## config.mk

```make
export PLATFORM = sky130hd
export DESIGN_NAME = modulation_sequencer
export DESIGN_NICKNAME = d
export VERILOG_FILES = /design/src/rtl/modulation_sequencer.sv
export SDC_FILE = /design/constraint.sdc
export NUM_CORES = 1
export LEC_CHECK = 0
export CORE_UTILIZATION = 25
export DETAILED_ROUTE_END_ITERATION = 8
export SYNTH_ARGS = -nofsm -noshare
export SYNTH_HDL_FRONTEND = slang
export SYNTH_SLANG_ARGS = --single-unit
```

## constraint.sdc

```tcl
create_clock -name clk -period 2 [get_ports clk]
set_clock_uncertainty 0.2 [all_clocks]
set_input_delay 0.4 -clock clk [delete_from_list [all_inputs] [get_ports clk]]
set_output_delay 0.4 -clock clk [all_outputs]
set_load 0.03 [all_outputs]
```

## src/rtl/modulation_sequencer.sv

```systemverilog
// Sequences one modulation sample through a shared fixed-latency multiplier for all DEPTH transducers.
// Optional run-length counter (output run_cycles) is enabled by defining MODULATION_SEQUENCER_CYCLE_CNT_EN.
module modulation_sequencer #(
    parameter int DEPTH   = 249,
    parameter int LATENCY = 3,
    parameter int IDX_W   = 8
) (
    input  logic             clk,
    input  logic             rst_n,
    input  logic             start,
    input  logic [7:0]       m,
    input  logic             gnt,
    output logic             mul_valid,
    output logic [IDX_W-1:0] mul_idx,
    output logic [7:0]       mul_m,
    output logic             wr_en,
    output logic [IDX_W-1:0] wr_idx,
    output logic             busy,
    output logic             done,
    output logic             overrun,
`ifdef MODULATION_SEQUENCER_CYCLE_CNT_EN
    output logic [15:0]      run_cycles,
`endif
    output logic [1:0]       state_dbg
);

    // Issue handshake: an index transfers to the multiplier in every cycle where mul_valid
    // is high. mul_valid is gnt qualified by the ISSUE state, so gnt acts as the ready.
    typedef enum logic [1:0] {IDLE = 2'd0, ISSUE = 2'd1, DRAIN = 2'd2, FIN = 2'd3} state_t;

    localparam logic [IDX_W-1:0] LAST = IDX_W'(DEPTH - 1);

    state_t             state;
    logic [IDX_W-1:0]   cnt;
    logic               pend_v;
    logic [7:0]         pend_m;
    logic [LATENCY-1:0] dl_v;
    logic [IDX_W-1:0]   dl_idx [LATENCY];
    logic               last_wr;

    assign mul_valid = (state == ISSUE) && gnt;
    assign mul_idx   = cnt;
    assign wr_en     = dl_v[LATENCY-1];
    assign wr_idx    = dl_idx[LATENCY-1];
    assign state_dbg = state;
    assign last_wr   = wr_en && (wr_idx == LAST);

    // Delay line mirrors the multiplier pipeline so writes line up with results.
    always_ff @(posedge clk) begin
        if (!rst_n) begin
            dl_v <= '0;
            for (int i = 0; i < LATENCY; i++) dl_idx[i] <= '0;
        end else begin
            dl_v[0]   <= mul_valid;
            dl_idx[0] <= mul_idx;
            for (int i = 1; i < LATENCY; i++) begin
                dl_v[i]   <= dl_v[i-1];
                dl_idx[i] <= dl_idx[i-1];
            end
        end
    end

    always_ff @(posedge clk) begin
        if (!rst_n) begin
            state   <= IDLE;
            cnt     <= '0;
            mul_m   <= '0;
            pend_v  <= 1'b0;
            pend_m  <= '0;
            busy    <= 1'b0;
            done    <= 1'b0;
            overrun <= 1'b0;
        end else begin
            done    <= 1'b0;
            overrun <= start && (state != IDLE) && pend_v;
            case (state)
                IDLE: begin
                    if (start) begin
                        state <= ISSUE;
                        cnt   <= '0;
                        mul_m <= m;
                        busy  <= 1'b1;
                    end
                end
                ISSUE: begin
                    if (gnt) begin
                        if (cnt == LAST) begin
                            state <= DRAIN;
                            cnt   <= '0;
                        end else begin
                            cnt <= cnt + 1'b1;
                        end
                    end
                end
                DRAIN: begin
                    if (last_wr) begin
                        state <= FIN;
                        done  <= 1'b1;
                    end
                end
                FIN: begin
                    // A START arriving in this cycle is the newest pending value.
                    cnt <= '0;
                    if (start || pend_v) begin
                        state <= ISSUE;
                        mul_m <= start ? m : pend_m;
                    end else begin
                        state <= IDLE;
                        busy  <= 1'b0;
                    end
                end
                default: state <= IDLE;
            endcase
            if (state == FIN) begin
                pend_v <= 1'b0;
            end else if (start && (state != IDLE)) begin
                pend_v <= 1'b1;
                pend_m <= m;
            end
        end
    end

`ifdef MODULATION_SEQUENCER_CYCLE_CNT_EN
    logic [15:0] cyc;

    // cyc restarts on every run start; the captured value includes the DONE cycle.
    always_ff @(posedge clk) begin
        if (!rst_n) begin
            cyc        <= '0;
            run_cycles <= '0;
        end else begin
            if (state == IDLE || state == FIN) begin
                cyc <= '0;
            end else if (cyc != 16'hFFFF) begin
                cyc <= cyc + 16'd1;
            end
            if (state == DRAIN && last_wr) begin
                run_cycles <= (cyc == 16'hFFFF) ? cyc : cyc + 16'd1;
            end
        end
    end
`endif

endmodule
```

Yosys cells after proc, flatten, opt, wreduce, memory -nomap -nowiden --
Memory sizes are Yosys's and may differ from the RTL's. Index checks and enable logic that the tools add are counted.
Storage, ports and cells: register bits 33, memories 1, bits in writable memories 24
Memory list:
- dl_idx | depth 3, width 8, read ports 3, clocked after Yosys merged registers in 0, wr ports 3, RTL line 38 | logic [IDX_W-1:0] dl_idx [LATENCY];
Cells by class: $add $sub $neg 1, bitwise gates (word level) 5, muxes and demuxes 23, equal/unequal tests 11, reduce and logical (&&, ||, !) cells 16
Operator list (number):
- two-way mux 8 bit | 9
- one-hot mux 8 bit (3 select lines) | 1
- equality test 8 bit, second input constant | 2
- one-hot mux 8 bit (2 select lines) | 1
- != test 2 bit, second input constant | 5
- AND reduction 3 bit | 3
- adder 8 x 1 -> 8 bit, second input constant | 1
- two-way mux 2 bit | 4
- one-hot mux 2 bit (4 select lines) | 1
- two-way mux 1 bit | 6
- equality test 2 bit, second input constant | 2
- logical AND 1 bit | 4
- AND reduction 2 bit | 2
- AND reduction 4 bit | 1
- nonzero test 2 bit | 2
- OR 1 bit | 3
- nonzero test 3 bit | 1
- equality test 2 x 1 -> 1 bit, second input constant | 1
- logical NOT 2 bit | 1
- != test 2 x 1 -> 1 bit, second input constant | 1
- inverter 1 bit | 2
- one-hot mux 1 bit (2 select lines) | 1
- OR reduction 2 bit | 1
- logical OR 1 bit | 1

Longest topological paths before layout --
An unclocked memory read counts as a cell.
depth after elaboration 5, mapped depth 7, gate-level depth less buffers 6

Least setup slack after synthesis --
No wires, ideal clock.
path type register to register, from register state[0], in the netlist state_dbg[0], to register cnt[7], in the netlist mul_idx[7], arrival time 2158 ps, slack -428 ps, clock period less this slack 2428 ps, required time 1729 ps, stages on the path, launching flop included 8, setup time 71 ps, path buffers 1, path through dfxtp_1 > inv_1 > ha_1 > nor2b_4 > or3_1 > buf_2 > or4_1 > a21oi_1
Between the ends: longest elaborated chain between the ends 3, elaborated cells between the ends (all ways) 8
RTL lines:
- start, declared | RTL line 33 | state_t state;
- start signal, assigned | RTL line 65 | state <= IDLE;
- start signal, assigned | RTL line 79 | state <= ISSUE;
- start signal, assigned | RTL line 88 | state <= DRAIN;
- equality test 2 x 1 -> 1 bit (tied with other cells) | RTL line 76 | case (state)
- != test 2 bit (no source line) or nonzero test 3 bit (tied branches)
- AND reduction 3 bit (no source line)
- end signal, assigned | RTL line 91 | cnt <= cnt + 1'b1;
- end, declared | RTL line 34 | logic [IDX_W-1:0] cnt;
Parallel ways exist; a longest one is shown, timed or not. A chain may end at the register's enable or synchronous reset.

Worst setup path in the final report --
from register state[0], in the netlist state_dbg[0], to register cnt[6], in the netlist mul_idx[6]
Same word-level chain as after synthesis.

==> flow_summary.yaml <==
route:
  wl_per_cell_microns: 11.8
  num_vias: 1662
  drt_pass1_iterations: 4
  wl_met2_mm: 2.16
  met1Wirelength_mm: 2.13
  finalWirelength_mm: 4.60
  wl_met3_microns: 233
  dr.first_iter.drc_count: 43
  top_layer: "met4"
  vias_per_cell: 4.25
  drc: 0
  route.antenna.remaining_nets: 0
synthesis:
  syn_inst: 219
  synth_area_per_cell_sq_um: 10.2
  ys_ff_latch: 57
  syn-cell-area_sq_um: 2230
  synth_top_cell_area_share_pct: 51.1
  yosysWarnings: 0
  synth_area_leaders: "dfxtp_1 (51%), mux2i_1 (8.1%), and2_1 (7.6%)"
  synth_nets: 237
  synth.yosys.seq_area_share_pct: 51.1
  yosysTopAreaCell: "dfxtp_1"
  yosys.cell_types.count: 32
final_layout:
  antenna_cells: 0
  nFillCells: 907
  nets: 296
  area_delta_synth_final_pct: 41.7
  seq_area_sq_um: 1150
  multiInputGateArea_sq_um: 1030
  drive_gt1_share_pct: 19.8
timing:
  fmax_ghz: 0.504
  finalWorstSetupSlack_ns: 0.0166
  worstMarginPinSlew_ns: 0.344
  period_needed_ns: 1.98
  slew_headroom_pct: 76.7
  hold_viol: 0
  rsz0062_at_grt: "yes"
  setup_viol: 0
  slew_violations: 0
  fin_crit_sh_pct: 99.2
clock_network:
  insertion_delay_ns: 0.34
  cts_sinks: 57
  cts-root-buf: "clkbuf_8"
  cts_tree: "done"
  clk_path_buf_depth: 2
  cts_buffers: 9
  cts.htree.levels: 3
  cts.clk_slew.worst_paths_ns: 0.07
  postCtsHoldBufs: 0
power:
  ir_drop_uv: 617
  fin_total_pwr_uw: 3680
  powerDensity_nw_per_um2: 1160
  p_leak_uw: 0.00148
place:
  place_ws_ns: -0.335
  dp_hpwl_mm: 3.16
  port_buffers: 42
  gp_congestion: 0.797
worst_setup_path:
  r2r_slack_ns: 0.02
  r2r_start: "state_dbg[0]"
  critPathMaxFanout: 7
  cp_data_arrival_time_ns: 2.01
  timing.rr.end: "mul_idx[6]"
  cp-endpoint: "mul_idx[6]"
  crit_type: "reg -> reg"
  startpoint: "state_dbg[0]"
  reg2regPathDepth: 7
  required_ns: 2.03
  setup.worst_path.end_class: "register"
  critPathLaunchType: "register"
global_routing:
  grt_pass1_vias: 1541
  antenna_found_initial: 0
  grt_start_max_net_pins: 24
  grt_pass1_wl_mm: 7.36
  track_usage_pct: 10.7
  gr-total-overflow: 0
floorplanning:
  io_pins: 43
  coreArea_sq_um: 8680
  dieWidth_microns: 96.5
  dieHeight_microns: 96.5
  rows: 34
  die-area_sq_um: 9320
  start_util_pct: 25.7
outcome:
  status: "complete, no violations"
flow_run:
  max_cap_viol_count: 0
min_path:
  hp-class: "reg -> reg"
-- layer usage --
| metal | up-vias | track usage, % |
|---|---|---|
| li1 | 854 | - |
| met1 | 767 | 13.5 |
| met2 | 32 | 16.1 |
| met3 | 9 | 3.91 |
| met4 | 0 | 5.27 |
| met5 | - | 0 |
-- power breakdown --
part	switching, uW	internal, uW
Sequential	103	1280
Clock	493	584
Combinational	631	595
Total	1230	2460
-- synthesized netlist by cell type (all sizes together) --
library cell	n
o211ai	2
inv	6
nand3	2
nor4b	1
and3	3
o31ai	5
nor2b	14
dfxtp	57
or3	2
o22a	1
ha	6
o21ai	4
o31a	1
o211a	8
nor4	1
xnor2	3
mux2i	18
nor2	7
a21boi	1
a21oi	5
clkbuf	7
and2	27
nor3	2
buf	10
or4	4
nor3b	1
nand2	17
nand2b	1
nand4	3
-- critical path: stages, from the launching register on --
cell     delay (ns)
dfxtp_4        0.39
inv_4          0.05
ha_4           0.15
nor2b_4        0.12
or3_4          0.41
buf_4          0.17
o31ai_2        0.30
a21oi_2        0.09
-- flip-flops by register name, indices dropped and copies added, names as in the netlist --
register,count
state_dbg,2
pend_v,1
overrun,1
pend_m,8
mul_m,8
done,1
dl_v,3
mul_idx,8
dl_idx,24
busy,1
-- layout make-up --
type                            count  share of cell area, %
Tap cell                          108                   4.27
Sequential cell                    57                   36.3
Clock inverter                      7                   2.45
Timing Repair Buffer               65                   19.6
Clock buffer                        9                   3.91
Inverter                            6                  0.869
Multi-Input combinational cell    139                   32.6
-- placed cells by master (no fill, tap or decap), types with 4 or more instances in the layout --
cell / instances
nand2_1: 17
dlygate4sd2_1: 9
nor2b_1: 12
clkbuf_8: 9
dlymetal6s2s_1: 7
buf_4: 22
o211a_1: 8
inv_1: 4
clkdlybuf4s50_1: 25
mux2i_1: 18
and2_1: 27
nor2_1: 7
dfxtp_1: 55
-- timing repair --
item / in CTS / in global routing
resized for setup: 10 / 13
setup buffers: 0 / 1
pin swaps: 0 / 0
setup endpoints to repair: 12 / 11
cloned: 0 / 0
-- metrics by stage --
step / setup TNS (ns) / instances / cell area [sq um] / hold WS (ns) / utilization [%]
2_1_floorplan: -0.198 / 219 / 2280 / 0.212 / -
3_3_place_gp: -3.47 / 374 / 2920 / 0.223 / 33.7
3_5_place_dp: -3.94 / 374 / 2920 / 0.219 / 33.7
4_1_cts: 0 / 390 / 3120 / 0.236 / 35.9
5_1_grt: -0.106 / 391 / 3170 / 0.242 / 36.5
6_report: 0 / 391 / 3170 / 0.236 / 36.5
-- kinds of logic (layout without fill, tap and decap cells) --
logic type               Yosys count  count (layout)  synth area share [%]
AND/OR/NAND/NOR                   85              85                  21.9
multiplexers                      18              18                  8.06
XOR/XNOR                           3               3                  1.18
flip-flops                        57              57                  51.1
buffers and inverters             23              87                  5.32
adder cells (fa/ha/maj)            6               6                  3.36
AO/OA/AOI/OAI                     27              27                  9.07
-- worst min-delay path by stage --
stage / start / end / slack, ns / depth (start not counted)
after global placement: dl_idx[0][1] / dl_idx[0][9] / 0.22 / 1
final: dl_idx[0][10] / dl_idx[0][18] / 0.24 / 1
after detailed placement: dl_idx[0][9] / dl_idx[0][17] / 0.22 / 1
after CTS: dl_idx[0][3] / dl_idx[0][11] / 0.24 / 1
after floorplan: dl_idx[0][2] / dl_idx[0][10] / 0.21 / 1
after global routing: dl_idx[0][10] / dl_idx[0][18] / 0.24 / 1
(Power assumes the default switching activity.)
==> edit 1 (same flow settings) <==
Put one more register stage on the output `state_dbg`, cleared by the reset. The value now appears one clock later. The other outputs are not delayed to match.
--- a/src/rtl/modulation_sequencer.sv
+++ b/src/rtl/modulation_sequencer.sv
@@ -43,5 +43,11 @@
     assign wr_en     = dl_v[LATENCY-1];
     assign wr_idx    = dl_idx[LATENCY-1];
-    assign state_dbg = state;
+    always_ff @(posedge clk) begin
+        if (!rst_n) begin
+            state_dbg <= '0;
+        end else begin
+            state_dbg <= state;
+        end
+    end
     assign last_wr   = wr_en && (wr_idx == LAST);
 
Formal check against the unedited RTL: not equivalent (a bounded check fails within 4 cycles, from zero or initial values and one cycle with rst_n low).
==> edit 1 against the unedited design <==
- the run now ends with DRC left
- die area increased by 2.2%
- setup slack improved by 0.045 ns
- maximum frequency increased by 2.3%
- synthesized area grew 2.3%
- power down 1.9%
- design area increased by 0.12%
- sequential cell count is 2 higher
- routed wire length decreased by 4.0%
- via count is 1.0% higher
- cell count is 1.3% higher
- largest cell class unchanged
- highest routed layer unchanged
==> edit 1: results (changes against the unedited design) <==
| Metric | Value |
|---|---|
| Hold Vio Cnt, Final | 0 (unchanged) |
| Number of flip-flops in the largest register | 24 (unchanged) |
| Top cells by area, synth | dfxtp_1 (52%), mux2i_1 (7.9%), and2_1 (7.4%) |
| H-tree depth | 3 (unchanged) |
| Maximum buffer depth of the clock tree | 2 (unchanged) |
| Slack of the worst reg-to-reg path | 0.08 ns (+0.06 ns) |
| Total CTS buffers | 9 (unchanged) |
| WL per Instance | 11.16 um (-5.3%) |
| Status | finished, violations left |
| CTS Root Cell | clkbuf_8 |
| DRC viols | 6 (+6) |
| # diodes | 0 (unchanged) |
| Worst VDD drop | 590.8 uV (-4.2%) |
| Worst Hold End | dl_idx[0][10]$_SDFF_PN0_ |
| Fraction of layout instances using a drive strength above 1 | 18.40% (-1.4 points) |
| 1st-pass router iterations | 7 (+3) |
| Syn Nets | 243 (+2.5%) |
| First-pass GRT wire length | 7.431 mm (+0.94%) |
| R2R cell count | 6 (-1) |
| R2r startpoint | state[1]$_SDFFE_PN0P_ |
| Post-synth cell types | 35 (+9.4%) |
| Port buffer count | 42 (unchanged) |
| Fin cells | 396 (+1.3%) |
| Detailed Place HPWL | 3.266 mm (+3.5%) |
| Reg clk slew, reported paths | 0.08 ns |
| Dpl ws | -0.2090 ns (+0.1260 ns) |
| Sequential fraction of design power | 38.6% (+1.1 points) |
| Crit Path Max Fanout | 4 (-3) |
| Final nets | 301 (+1.7%) |
| All-Layer GR Usage | 10.07% (-0.65 points) |
| Fillers | 885 (-2.4%) |
| Placed cell count | 380 (+1.6%) |
| Syn. warnings | 0 (unchanged) |
| Switching share of power | 32.27% (-1.0 points) |
| Vias in the first global route | 1,680 (+9.0%) |
| Initial antenna violation count | 0 (unchanged) |
| FF/Latch Area | 0.001190 mm2 (+3.6%) |
| Final hold slack | 0.2235 ns (-0.01228 ns) |
| R2r endpoint | mul_idx[7]$_SDFFE_PN0P_ |
| Leakage | 1.518 nW (+2.5%) |
| Iteration-0 DRC Markers | 32 (-26%) |
| Clk. pwr | 1.13 mW (+5%) |
| Most used DFF post-synth | dfxtp_1 |
| Most flop-heavy register | dl_idx |
| Largest net degree at the start of global routing | 23 (-4.2%) |
| Async set-reset flop share out of synthesis | 0% (unchanged) |
| Clk network pwr share | 31.3% (+2.0 points) |
| Routability cong. | 0.7577 (-4.9%) |
| Seq/Total Area, Yosys | 51.67% (+0.61 points) |
| Most frequent cells after synthesis | dfxtp_1 (59), and2_1 (27), mux2i_1 (18), nand2_1 (18), nor2b_1 (14) |
| Clock latency on the worst-skew pair | 0.33 ns |
| Failing checks | DRC |
| CP Data Arrival Time | 1.34 ns (-0.67 ns) |
| Vias per cell | 4.240 (-0.25%) |
| Area post-placement | 0.002947 mm2 (+0.86%) |
| Gate Count Post-Synth | 225 (+2.7%) |
| Worst slew pin tran | 0.3214 ns (-0.02293 ns) |
| Worst hold stages | 1 (unchanged) |
| Hold Path Origin | dl_idx[0][2]$_SDFF_PN0_ |
## edit 1: layout make-up
class | instances | share of cell area (%)
sequential | 59 | 37.53
tap | 108 | 4.262
clock buffer | 9 | 3.907
inverter | 8 | 0.9471
multi-input combinational | 141 | 31.18
timing repair buffer | 64 | 19.53
clock inverter | 7 | 2.644
## edit 1: cells by family (layout without fill, tap and decap cells)
kind of cell / Yosys count / after routing / synth area share, %
DFF: 59 / 59 / 51.67
xor gates and xnor gates: 3 / 3 / 1.150
buffers and inverters: 25 / 88 / 5.473
muxes: 18 / 18 / 7.882
adders and majority gates: 6 / 6 / 3.284
and+or+nand+nor: 88 / 88 / 21.89
AOI/OAI and AO/OA: 26 / 26 / 8.649
## edit 1: repair_timing
item | 4_1_cts | 5_1_grt
endpoints found under the setup margin | 10 | 13
pin swaps | 0 | 3
gates resized for setup | 8 | 11
setup buffers | 0 | 0
## edit 1: worst max path at each step
stage                                     start                 endpoint
after floorplan           state[1]$_SDFFE_PN0P_  mul_idx[5]$_SDFFE_PN0P_
after global placement                    start  mul_idx[5]$_SDFFE_PN0P_
after detailed placement                  start  mul_idx[5]$_SDFFE_PN0P_
after CTS                 state[1]$_SDFFE_PN0P_                mul_valid
after global routing      state[1]$_SDFFE_PN0P_                mul_valid
final                     state[1]$_SDFFE_PN0P_                mul_valid
## edit 1: worst max-delay path, stage by stage (launching register included)
cell and delay [ns]:
dfxtp_2 0.36, inv_2 0.05, ha_2 0.16, buf_4 0.15, and2_1 0.13, buf_4 0.16
## edit 1: routing by layer
layer	vias to the layer above	part of all wire [%]	GRT usage, %
met5	-	0	0
met4	0	1.6	5.012
met3	9	4.6	3.813
met2	40	48	17.35
met1	769	46	10.74
li1	861	-	-
==> edit 2 (config.mk and constraints unchanged) <==
Without the edit above. Add a define of `MODULATION_SEQUENCER_CYCLE_CNT_EN`.
--- a/src/rtl/modulation_sequencer.sv
+++ b/src/rtl/modulation_sequencer.sv
@@ -1,4 +1,6 @@
 // Sequences one modulation sample through a shared fixed-latency multiplier for all DEPTH transducers.
 // Optional run-length counter (output run_cycles) is enabled by defining MODULATION_SEQUENCER_CYCLE_CNT_EN.
+`define MODULATION_SEQUENCER_CYCLE_CNT_EN
+
 module modulation_sequencer #(
     parameter int DEPTH   = 249,
Formal check against the unedited RTL (old outputs only; new: run_cycles): equivalent (Yosys induction, for registers that start in step).
==> edit 2 against the unedited design <==
- largest power group unchanged
- synthesized area up 66%
- sequential cell count up 32
- via count up 87%
- synthesized cell count up 78%
- critical path type unchanged
- power up 38%
- design area up 62%
- routed wire length up 94%
- combinational power up 19%
- setup slack better by 0.018 ns
- critical path depth down 1
- global-route usage up 1.6 points
- largest cell class is now multi-input combinational cells
- critical endpoint is now mul_idx[5]$_SDFFE_PN0P_
- cell count up 70%
==> edit 2: results (changes against the unedited design) <==
| Metric | Value |
|---|---|
| Status | complete, no violations |
| Area post-placement | 0.004771 mm2 (+63%) |
| Post-synth cell types | 61 (+91%) |
| Hold Path Class | reg -> reg |
| Most used DFF post-synth | dfxtp_1 |
| First-pass GRT wire length | 14.44 mm (+96%) |
| Iteration-0 DRC Markers | 128 (+200%) |
| Crit Path Max Fanout | 4 (-3) |
| Initial antenna violation count | 0 (unchanged) |
| Fraction of layout instances using a drive strength above 1 | 19.38% (-0.41 points) |
| All-Layer GR Usage | 12.33% (+1.6 points) |
| Worst path max stage delay | 0.50 ns (+0.09 ns) |
| Vias in the first global route | 2,969 (+93%) |
| CTS Root Cell | clkbuf_16 |
| Worst VDD drop | 546.0 uV (-11%) |
| Vias per cell | 4.688 (+10%) |
| Met3 WL post-DR | 561 um (+140%) |
| DRT met1 WL | 4.107 mm (+92%) |
| Worst path slowest cell | or4_4 |
| Synth Area in XOR/XNOR | 1.179% (+0.0034 points) |
| Hold Path Origin | dl_idx[0][11]$_SDFF_PN0_ |
| GR met3 Demand/Resource | 4.167% (+0.25 points) |
| Routability cong. | 0.8348 (+4.7%) |
| Seq/Total Area, Yosys | 47.98% (-3.1 points) |
| Placed cell count | 647 (+73%) |
| Post-Route WL | 8.915 mm (+94%) |
| Mux cell area share after synthesis | 5.391% (-2.7 points) |
| Fin cells | 664 (+70%) |
| Worst setup margin | 0.03456 ns (+0.01798 ns) |
| CP Data Arrival Time | 2.04 ns (+0.03 ns) |
| Final hold slack | 0.2329 ns (-0.002897 ns) |
| Largest net degree at the start of global routing | 19 (-21%) |
| Leakage | 2.141 nW (+45%) |
| Worst slew pin tran | 0.4293 ns (+0.08500 ns) |
| Routed wl met2 | 4.098 mm (+90%) |
| Clock latency on the worst-skew pair | 0.34 ns (about the same) |
| Top cells by area, synth | dfxtp_1 (48%), mux2i_1 (5.4%), and2_1 (4.4%) |
| Global Route met2 Usage | 19.31% (+3.2 points) |
| Detailed Place HPWL | 6.608 mm (+110%) |
| Max layer used | met4 |
| Setup Buffers After CTS | 0 (unchanged) |
| Most frequent cells after synthesis | dfxtp_1 (89), nor2_1 (39), and2_1 (26) |
| Post-Synth Adder-Cell Area | 2.358% (-1.0 points) |
| GR Util met1 | 15.40% (+1.9 points) |
| H-tree depth | 3 (unchanged) |
| Critical path launch point | state_dbg[1]$_SDFFE_PN0P_ |
| PostCTS Resize Cnt | 18 (+8) |
| Post-synthesis compound-gate area fraction | 12.40% (+3.3 points) |
| Fillers | 1,504 (+66%) |
| Dpl ws | -0.2673 ns (+0.06770 ns) |
| Syn Nets | 409 (+73%) |
| Total CTS buffers | 9 (unchanged) |
| Final nets | 494 (+67%) |
| Port buffer count | 58 (+38%) |
| 1st-pass router iterations | 5 (+1) |
| Gate Count Post-Synth | 390 (+78%) |
-- edit 2: power breakdown --
group / total (mW) / internal [mW] / leakage [nW] / switching (mW)
logic: 1.46 / 0.693 / 1.28 / 0.770
registers: 2.05 / 1.93 / 0.722 / 0.114
clock network: 1.59 / 0.862 / 0.139 / 0.730
-- edit 2: final timing paths --
path / endpoint / cells past startpoint
max: mul_idx[5]$_SDFFE_PN0P_ / 6
min: dl_idx[0][19]$_SDFF_PN0_ / 1
max reg2reg: mul_idx[5]$_SDFFE_PN0P_ / 6
min reg2reg: dl_idx[0][19]$_SDFF_PN0_ / 1
-- edit 2: layout make-up --
| type | count | area [um2] | area share [%] |
|---|---|---|---|
| multi-input combinational | 262 | 1824 | 35.59 |
| sequential | 89 | 1789 | 34.90 |
| timing repair buffer | 102 | 955.9 | 18.65 |
| tap | 184 | 230.2 | 4.491 |
| clock buffer | 10 | 229.0 | 4.467 |
| clock inverter | 6 | 51.30 | 1.001 |
| inverter | 11 | 46.29 | 0.9031 |
